<file path="config.mk">
export PLATFORM = sky130hd
export DESIGN_NAME = fpu_unit_arbiter
export DESIGN_NICKNAME = d
export VERILOG_FILES = /design/src/rtl/fpu_arb_pkg.sv /design/src/rtl/fpu_arb_fifo.sv /design/src/rtl/fpu_unit_arbiter.sv
export SDC_FILE = /design/constraint.sdc
export NUM_CORES = 1
export LEC_CHECK = 0
export BUFFER_PORTS_ARGS = -buffer_cell sky130_fd_sc_hd__buf_2
export CORE_MARGIN = 2
export CORE_UTILIZATION = 40
export DETAILED_ROUTE_END_ITERATION = 16
export PLACE_DENSITY = 0.74
export SLEW_MARGIN = 20
export SYNTH_ARGS = -nofsm -noshare
export SYNTH_HDL_FRONTEND = slang
export SYNTH_SLANG_ARGS = --single-unit
</file>
<file path="constraint.sdc">
create_clock -name clk -period 7.8 [get_ports clk]
set_clock_uncertainty 0.05 [all_clocks]
set_input_delay 0.78 -clock clk [delete_from_list [all_inputs] [get_ports clk]]
set_output_delay 0.78 -clock clk [all_outputs]
set_load 0.01 [all_outputs]
</file>
<file path="src/rtl/fpu_arb_pkg.sv">
// ============================================================================
// Module  : fpu_arb_pkg
// Brief   : Shared constants and helper functions for the FPU unit arbiter.
// Revision: 1.0 - initial release
// ============================================================================
`default_nettype none

package fpu_arb_pkg;

    localparam int C_NREQ_MAX = 8;
    localparam int C_LAT_MAX  = 8;

    // Requester-id width; never below one bit so a single-requester build elaborates.
    function automatic int id_width(input int nreq);
        return (nreq > 1) ? $clog2(nreq) : 1;
    endfunction

    function automatic int cnt_width(input int depth);
        return $clog2(depth + 1);
    endfunction

endpackage

`default_nettype wire

</file>
<file path="src/rtl/fpu_arb_fifo.sv">
// ============================================================================
// Module  : fpu_arb_fifo
// Brief   : Circular result FIFO; the head entry is presented combinationally.
// Revision: 1.0 - initial release
// ============================================================================
`default_nettype none

module fpu_arb_fifo
    import fpu_arb_pkg::*;
#(
    parameter int WIDTH = 38,
    parameter int DEPTH = 2
) (
    input  logic                          clk,
    input  logic                          rst,
    input  logic                          push,
    input  logic [WIDTH-1:0]              push_data,
    input  logic                          pop,
    output logic [WIDTH-1:0]              head_data,
    output logic                          full,
    output logic                          empty,
    output logic [cnt_width(DEPTH)-1:0]   count
);

    localparam int PTR_W = (DEPTH > 1) ? $clog2(DEPTH) : 1;
    localparam int CNT_W = cnt_width(DEPTH);

    logic [WIDTH-1:0] r_mem [DEPTH];
    logic [PTR_W-1:0] r_wr_ptr;
    logic [PTR_W-1:0] r_rd_ptr;
    logic [CNT_W-1:0] r_count;
    logic             w_do_pop;

    assign empty    = (r_count == '0);
    assign full     = (r_count == CNT_W'(DEPTH));
    assign count    = r_count;
    assign w_do_pop = pop && !empty;
    // Zero the head when empty so the outputs read 0 out of reset.
    assign head_data = empty ? '0 : r_mem[r_rd_ptr];

    always_ff @(posedge clk) begin
        if (push) begin
            r_mem[r_wr_ptr] <= push_data;
        end
    end

    always_ff @(posedge clk or posedge rst) begin
        if (rst) begin
            r_wr_ptr <= '0;
            r_rd_ptr <= '0;
            r_count  <= '0;
        end else begin
            if (push) begin
                r_wr_ptr <= (r_wr_ptr == PTR_W'(DEPTH - 1)) ? '0 : r_wr_ptr + 1'b1;
            end
            if (w_do_pop) begin
                r_rd_ptr <= (r_rd_ptr == PTR_W'(DEPTH - 1)) ? '0 : r_rd_ptr + 1'b1;
            end
            case ({push, w_do_pop})
                2'b10:   r_count <= r_count + 1'b1;
                2'b01:   r_count <= r_count - 1'b1;
                default: r_count <= r_count;
            endcase
        end
    end

    a_no_overflow: assert property (@(posedge clk) disable iff (rst) !(push && full));

endmodule

`default_nettype wire

</file>
<file path="src/rtl/fpu_unit_arbiter.sv">
// ============================================================================
// Module  : fpu_unit_arbiter
// Brief   : Round-robin sharing of a fixed-latency, non-stallable FPU unit with
//           credit-protected tagged result FIFO. FPU_ARB_STAT_EN adds counters.
// Revision: 1.0 - initial release
// ============================================================================
`default_nettype none

module fpu_unit_arbiter
    import fpu_arb_pkg::*;
#(
    parameter int NREQ   = 2,
    parameter int LAT    = 1,
    parameter int TAG_W  = 4,
    parameter int QDEPTH = LAT + 1
) (
    input  logic                      clk,
    input  logic                      rst,
    input  logic [NREQ-1:0]           req_valid,
    output logic [NREQ-1:0]           req_ready,
    input  logic [NREQ*32-1:0]        req_x,
    input  logic [NREQ*TAG_W-1:0]     req_tag,
    output logic [31:0]               unit_x,
    input  logic [31:0]               unit_y,
    output logic                      res_valid,
    input  logic                      res_ready,
    output logic [31:0]               res_y,
    output logic [$clog2(NREQ)-1:0]   res_id,
`ifdef FPU_ARB_STAT_EN
    output logic [TAG_W-1:0]          res_tag,
    output logic [NREQ*32-1:0]        stat_issue,
    output logic [31:0]               stat_stall
`else
    output logic [TAG_W-1:0]          res_tag
`endif
);

    localparam int ID_W  = id_width(NREQ);
    localparam int CNT_W = cnt_width(QDEPTH);
    localparam int RES_W = 32 + ID_W + TAG_W;

    typedef struct packed {
        logic             v;
        logic [ID_W-1:0]  id;
        logic [TAG_W-1:0] tag;
    } tag_entry_t;

    typedef struct packed {
        logic [31:0]      y;
        logic [ID_W-1:0]  id;
        logic [TAG_W-1:0] tag;
    } res_entry_t;

    logic [ID_W-1:0]  r_rr_ptr;
    logic [CNT_W-1:0] r_credit_cnt;
    tag_entry_t       r_tag_pipe [LAT];

    logic             w_credit_ok;
    logic             w_grant_found;
    logic [ID_W-1:0]  w_grant_id;
    logic [ID_W:0]    w_scan;
    logic [ID_W:0]    w_next_sum;
    logic [ID_W-1:0]  w_next_ptr;
    logic             w_xfer;
    logic             w_pop;
    logic [31:0]      w_sel_x;
    logic [TAG_W-1:0] w_sel_tag;
    res_entry_t       w_push_data;
    res_entry_t       w_head;
    logic             w_fifo_full;
    logic             w_fifo_empty;
    logic [CNT_W-1:0] w_fifo_count;

    // Credits count in-flight ops plus FIFO entries, so every issued op has a slot.
    assign w_credit_ok = (r_credit_cnt < CNT_W'(QDEPTH));

    always_comb begin
        w_grant_found = 1'b0;
        w_grant_id    = '0;
        w_scan        = '0;
        for (int i = 0; i < NREQ; i++) begin
            w_scan = {1'b0, r_rr_ptr} + (ID_W + 1)'(i);
            if (w_scan >= (ID_W + 1)'(NREQ)) begin
                w_scan = w_scan - (ID_W + 1)'(NREQ);
            end
            if (!w_grant_found && req_valid[w_scan[ID_W-1:0]]) begin
                w_grant_found = 1'b1;
                w_grant_id    = w_scan[ID_W-1:0];
            end
        end
    end

    always_comb begin
        w_sel_x   = '0;
        w_sel_tag = '0;
        for (int i = 0; i < NREQ; i++) begin
            if (w_grant_id == ID_W'(i)) begin
                w_sel_x   = req_x[32*i +: 32];
                w_sel_tag = req_tag[TAG_W*i +: TAG_W];
            end
        end
    end

    assign w_xfer     = w_credit_ok && w_grant_found;
    assign req_ready  = w_xfer ? (NREQ'(1) << w_grant_id) : '0;
    assign unit_x     = w_xfer ? w_sel_x : '0;
    assign w_pop      = res_valid && res_ready;
    assign w_next_sum = {1'b0, w_grant_id} + 1'b1;
    assign w_next_ptr = (w_next_sum >= (ID_W + 1)'(NREQ)) ? '0 : w_next_sum[ID_W-1:0];

    always_ff @(posedge clk or posedge rst) begin
        if (rst) begin
            r_rr_ptr     <= '0;
            r_credit_cnt <= '0;
        end else begin
            if (w_xfer) begin
                r_rr_ptr <= w_next_ptr;
            end
            case ({w_xfer, w_pop})
                2'b10:   r_credit_cnt <= r_credit_cnt + 1'b1;
                2'b01:   r_credit_cnt <= r_credit_cnt - 1'b1;
                default: r_credit_cnt <= r_credit_cnt;
            endcase
        end
    end

    // Tag pipe mirrors the unit's register stages; clearing v on reset discards in-flight ops.
    always_ff @(posedge clk or posedge rst) begin
        if (rst) begin
            for (int s = 0; s < LAT; s++) begin
                r_tag_pipe[s] <= '0;
            end
        end else begin
            r_tag_pipe[0] <= '{v: w_xfer, id: w_grant_id, tag: w_sel_tag};
            for (int s = 1; s < LAT; s++) begin
                r_tag_pipe[s] <= r_tag_pipe[s-1];
            end
        end
    end

    assign w_push_data = '{y: unit_y, id: r_tag_pipe[LAT-1].id, tag: r_tag_pipe[LAT-1].tag};

    fpu_arb_fifo #(
        .WIDTH (RES_W),
        .DEPTH (QDEPTH)
    ) u_fifo (
        .clk       (clk),
        .rst       (rst),
        .push      (r_tag_pipe[LAT-1].v),
        .push_data (w_push_data),
        .pop       (w_pop),
        .head_data (w_head),
        .full      (w_fifo_full),
        .empty     (w_fifo_empty),
        .count     (w_fifo_count)
    );

    assign res_valid = !w_fifo_empty;
    assign res_y     = w_head.y;
    assign res_id    = w_head.id;
    assign res_tag   = w_head.tag;

    a_credit_covers_fifo: assert property (@(posedge clk) disable iff (rst)
        (r_credit_cnt >= w_fifo_count) && !(r_tag_pipe[LAT-1].v && w_fifo_full));

`ifdef FPU_ARB_STAT_EN
    logic [31:0] r_stat_issue [NREQ];
    logic [31:0] r_stat_stall;

    always_ff @(posedge clk or posedge rst) begin
        if (rst) begin
            for (int i = 0; i < NREQ; i++) begin
                r_stat_issue[i] <= '0;
            end
            r_stat_stall <= '0;
        end else begin
            for (int i = 0; i < NREQ; i++) begin
                if (w_xfer && (w_grant_id == ID_W'(i))) begin
                    r_stat_issue[i] <= r_stat_issue[i] + 1'b1;
                end
            end
            if ((|req_valid) && !w_credit_ok) begin
                r_stat_stall <= r_stat_stall + 1'b1;
            end
        end
    end

    for (genvar gi = 0; gi < NREQ; gi++) begin : g_stat_out
        assign stat_issue[32*gi +: 32] = r_stat_issue[gi];
    end
    assign stat_stall = r_stat_stall;
`endif

endmodule

`default_nettype wire

</file>
# Word-level counts from Yosys, hierarchy flattened
# Memory sizes are Yosys's and may differ from the RTL's.
# Cells that the tools add are included.
[totals] ff_bits=13 latch_bits=0 ramBits=74 romBits=0 n_memories=1
[classes] add_sub_neg=10 n_mul=0 div=0 magnitude_cmp=6 eq_ne=4 shifts=1 n_mux=22 bitwise_logic=0 reduce_logical=9
[mem_list] memory="u_fifo.r_mem" depth=2 width=37 rd=1 rd_clocked_by_memory_dff=0 write_ports=1 line_no="fpu_arb_fifo.sv:28" source="logic [WIDTH-1:0] r_mem [DEPTH];"
[ops] operator="$mux W32" count=2
[ops] operator="$mux W37" count=1
[ops] operator="$mux W1" count=15
[ops] operator="$pmux W2 S2" count=2
[ops] operator="$add A1 B1 Y2 const B" count=2
[ops] operator="$add A2 B1 Y2 const B" count=2
[ops] operator="$eq A2 B1 Y1 const B" count=2
[ops] operator="$eq A2 B2 Y1 const B" count=2
[ops] operator="$ge A2 B2 Y1 const B" count=2
[ops] operator="$logic_and A1 B1 Y1" count=4
[ops] operator="$lt A1 B2 Y1 const B" count=2
[ops] operator="$mux W4" count=1
[ops] operator="$reduce_bool A2 Y1" count=2
[ops] operator="$sub A2 B1 Y2 const B" count=2
[ops] operator="$add A1 B1 Y1 const B" count=2
[ops] operator="$ge A1 B2 Y1 const B" count=1
[ops] operator="$logic_not A1 Y1" count=2
[ops] operator="$logic_not A2 Y1" count=1
[ops] operator="$lt A2 B2 Y1 const B" count=1
[ops] operator="$mux W2" count=1
[ops] operator="$shl A1 B1 Y2 const A" count=1
[ops] operator="$sub A1 B1 Y1 const B" count=2

# Depth between registers and ports, before layout
[depth] word_depth=11 depth_mapped=7 ltp_nobuf=7

# By module
# A second synthesis with hierarchy kept.
[hier_totals] cells_unflattened=286 hier_area_um2=4073.9
[modules_own_cells] mod="fpu_arb_fifo" instances=1 cells_per_inst=174 area_per_inst_um2=3114.2
[modules_own_cells] mod="fpu_unit_arbiter" instances=1 cells_per_inst=112 area_per_inst_um2=959.7

# Worst setup path after synthesis
# Ideal clock, no wire load.
[synth_path] path_kind="flip-flop to flip-flop" startpoint="register r_tag_pipe[5] (netlist name)" endpoint="memory u_fifo.r_mem[0][0] (netlist name), enable pin" setup_time_ns=0.431 arrival_ns=1.982 required_ns=7.319 path_slack_ns=5.337 stages_incl_launch_ff=3 n_path_buf=0 cell_sequence="dfrtp_1 -> inv_1 -> nor2_1"
[synth_between] elab_chain_cells=2
[synth_rtl] element="start, declared" line_no="fpu_unit_arbiter.sv:56" source="tag_entry_t r_tag_pipe [LAT];"
[synth_rtl] element="start signal, assigned by index" line_no="fpu_unit_arbiter.sv:136" source="r_tag_pipe[s] <= r_tag_pipe[s-1];"
[synth_rtl] element="$mux W1" line_no="fpu_arb_fifo.sv:42" source="if (push) begin"
[synth_rtl] element="$mux W1 (implied by the code)" line_no="fpu_arb_fifo.sv:43" source="r_mem[r_wr_ptr] <= push_data;"
[synth_rtl] element="end, declared" line_no="fpu_arb_fifo.sv:28"
# No other way between the ends.

# Worst setup path in the final report
[layout_path] startpoint="input port req_valid[1]" endpoint="output port unit_x[0]"
[layout_between] elab_chain_cells=8 word_cells_on_any_way=13
[layout_rtl] element="start, declared" line_no="fpu_unit_arbiter.sv:19" source="input logic [NREQ-1:0] req_valid,"
[layout_rtl] element="$mux W1 (implied by the code) (2 in series)" line_no="fpu_unit_arbiter.sv:86" source="if (!w_grant_found && req_valid[w_scan[ID_W-1:0]]) begin"
[layout_rtl] element="$mux W1" line_no="fpu_unit_arbiter.sv:86"
[layout_rtl] element="$logic_not A1 Y1" line_no="fpu_unit_arbiter.sv:86"
[layout_rtl] element="$logic_and A1 B1 Y1" line_no="fpu_unit_arbiter.sv:86"
[layout_rtl] element="$mux W1" line_no="fpu_unit_arbiter.sv:86"
[layout_rtl] element="$mux W32 or $logic_and A1 B1 Y1 (tied branches)" line_no="fpu_unit_arbiter.sv:97, fpu_unit_arbiter.sv:104"
[layout_rtl] element="$mux W32 (*)" line_no="fpu_unit_arbiter.sv:106" source="assign unit_x = w_xfer ? w_sel_x : '0;"
[layout_rtl] element="end, declared" line_no="fpu_unit_arbiter.sv:23" source="output logic [31:0] unit_x,"
# Mark *: on every way between the ends. The rest lies on a longest branch, timed or not. The select of a mux whose other input is x is not followed.

==> impl_results.md <==
* GRT Total Usage at 17.2%
* Hpwl dp at 6.52 mm
* Residual DRC at 0
* Cell Chain, Critical Path: buf_2 > a21boi_2 > buf_4 > a32oi_1 > nor2_1 > buf_2
* Sequential fraction of the synthesis area at 65.7%
* Mapped Area at 3880 um2
* Setup crit end kind: output port
* Pre-antenna DRT Iters at 4
* Largest family of logic cells by synthesized area: multiplexers
* Hold-critical path depth at 0
* Post-Syn Nets at 395
* CTS root buffer: clkbuf_8
* Initial DRC count at 118
* Cells after synthesis at 284
* Post-CTS setup buffer count at 0
* Shortest period the worst path allows at 3.04 ns
* H-tree depth at 3
* Die Ht at 102 um
* Synth warn at 0
* Worst r2r src: u_fifo.count[0]$_DFFE_PP0P_
* Fin. Hold Viols at 0
* Cts hold-fix bufs at 0
* Overall power at 0.00177 W
* CTS resizes at 0
* Worst-Skew Late Latency at 0.34 ns
* Final Slew Violations at 0
* Core ar. at 9330 um2
* Avg Inst Size Synth at 13.6 um2
* Clock transition at path regs at 0.09 ns
* Slew @ Worst Pin at 0.913 ns
* Share of cells above drive strength 1 at 45.9%
* Hold Path End: u_fifo.r_mem[1][0]$_DFFE_PP_
* Routability cong. at 0.905
* Final number of setup-violating endpoints at 0
* First-pass GRT wire length at 13.4 mm
* Worst Hold Class: reg2reg
* Startpoint types: input pin
* Kind of critical path: in2out
* Synthesis-stage register bit count at 87
* CP required at 6.97 ns
* # rows at 35
* Mux share of post-synthesis cell area at 11.1%
* Vias per cell at 4.93
* Initial antenna violation count at 0
* CP most frequent cell: buf_2
* Vias in the first global route at 2790
* Chip width at 102 um
* Post-synthesis simple-gate area fraction at 8.36%
* Status: complete, no violations
* Post-synth cell types at 21
* IR drop worst, VDD at 0.129 mV
* Leak pwr at 2.26 nW
* Max stage delay on crit path at 0.52 ns
* Crit path DAT at 2.21 ns
* Setup_tns at 0 ns
* Synth top area share at 57.3%
* Initial Utilization at 41.6%
* # clock sinks at 87
* Post-synthesis compound-gate area fraction at 7.91%
* Synth top area cells: edfxtp_1 (57%), mux2i_1 (9.6%), dfrtp_1 (8.4%)
* Number of buffers created by CTS at 9
* Cell accounting for the most synthesized area: edfxtp_1
* Number of max-cap violations at 0
* RR Endpoint: u_fifo.count[1]$_DFFE_PP0P_
* Period utilization at 38.9%
* Synth Area in Adders at 0.646%
* Max Fclk at 0.329 GHz
* GRT overflow at 0
* DR vias at 2894
* N_diodes at 0
* Routed length per instance at 15.6 um
* CTS tree: built
* Nets at 565
* Cell area power density at 350 nW/um2
* Source of the worst hold timing path: r_tag_pipe[0]$_DFF_PP0_
* DIE AREA at 10500 um2
* Slew headroom at 39.2%
* R2R setup slack at 5.44 ns
* CP max-delay cell: buf_2
* RSZ-0062 raised after global routing: no
* Maximum root-to-sink buffer count at 2
* I/O pin cnt at 181
* Synth Area in XOR/XNOR at 1.81%
* Worst-path maximum fanout at 37
* Final WL at 9.16 mm
* Area grow syn2layout at 30.1%
* Placed cell area at 4820 um2
* Final ANT Viol Nets at 0
* FILL cells at 822
* Design Area, Final at 5040 um2
* Largest net degree at the start of global routing at 39
* IO Port Bufs at 180
* R2R depth at 6
metal layers:
layer | up-vias | part of all wire (%) | GRT usage, %
li1 | 1387 | - | -
met1 | 1352 | 38 | 18.9
met2 | 143 | 52 | 31.1
met3 | 12 | 8.0 | 4.72
met4 | 0 | 1.4 | 7.28
met5 | - | 0 | 0
layout by cell type (no fill, tap or decap), drive strengths merged, types with 4 or more instances in the layout:
cell and count:
xnor2 4, dfrtp 13, xor2 4, nor2 75, a32oi 32, buf 182
inv 7, edfxtp 74, mux2 4, clkbuf 9, mux2i 37
critical path, delay by kind of cell:
kind | cells | cell delay [ns]
AND/OR/NAND/NOR | 1 | 0.07
buffers and inverters | 3 | 0.94
AO/OA/AOI/OAI | 2 | 0.40
cell families (layout without fill, tap and decap cells):
| kind of cell | after synthesis | count (layout) |
|---|---|---|
| AOI/OAI and AO/OA | 36 | 36 |
| muxes | 41 | 41 |
| DFF | 87 | 87 |
| adders and majority gates | 2 | 2 |
| and+or+nand+nor | 81 | 81 |
| xor gates and xnor gates | 8 | 8 |
| buffers and inverters | 29 | 203 |
cells in the mapped netlist, drive strengths merged:
library cell	count
a21boi	1
a21oi	1
a32oi	32
and2	2
buf	17
clkbuf	6
dfrtp	13
edfxtp	74
ha	2
inv	6
mux2	4
mux2i	37
nand2	1
nand2b	2
nor2	75
o21ai	2
or2	1
xnor2	4
xor2	4
state kept, by name, indices dropped and copies added, names as in the netlist:
| signal | flops |
|---|---|
| u_fifo.r_mem | 74 |
| r_tag_pipe | 6 |
| r_credit_cnt | 2 |
| u_fifo.count | 2 |
| r_rr_ptr | 1 |
| u_fifo.r_rd_ptr | 1 |
| u_fifo.r_wr_ptr | 1 |
area by class of cell:
class | count | area, um2 | share of cell area, %
clock buffers | 9 | 124 | 2.46
clock inverters | 6 | 71.3 | 1.41
inverters | 6 | 22.5 | 0.447
multi-input cells | 168 | 1170 | 23.3
flip-flops and latches | 87 | 2550 | 50.6
well taps | 129 | 161 | 3.20
repair buffers | 182 | 936 | 18.6
where the power goes:
part	internal, W	switching [W]	total [W]
Clock	0.000148	0.000157	0.000306
Combinational	0.000302	0.000381	0.000683
Sequential	0.000658	0.000118	0.000777
Total	0.00111	0.000657	0.00177
worst max path at each step:
stage / from / end / depth (start not counted)
6_report: req_valid[1] / unit_x[0] / 6
5_1_grt: req_valid[1] / unit_x[0] / 6
4_1_cts: req_valid[1] / unit_x[0] / 6
3_5_place_dp: req_valid[1] / unit_x[0] / 6
3_3_place_gp: req_valid[0] / unit_x[0] / 5
2_1_floorplan: r_tag_pipe[5]$_DFF_PP0_ / u_fifo.r_mem[0][0]$_DFFE_PP_ / 2
metrics by stage:
| step | cells | hold WS, ns | utilization (%) | setup WS, ns |
|---|---|---|---|---|
| after floorplan | 284 | 0.370 | - | 5.34 |
| after global placement | 571 | 0.373 | 51.6 | 4.57 |
| after detailed placement | 571 | 0.378 | 51.6 | 4.76 |
| after CTS | 586 | 0.393 | 53.7 | 4.76 |
| after global routing | 587 | 0.402 | 54.1 | 4.63 |
| final | 587 | 0.389 | 54.1 | 4.76 |
(Power assumes the default switching activity.)
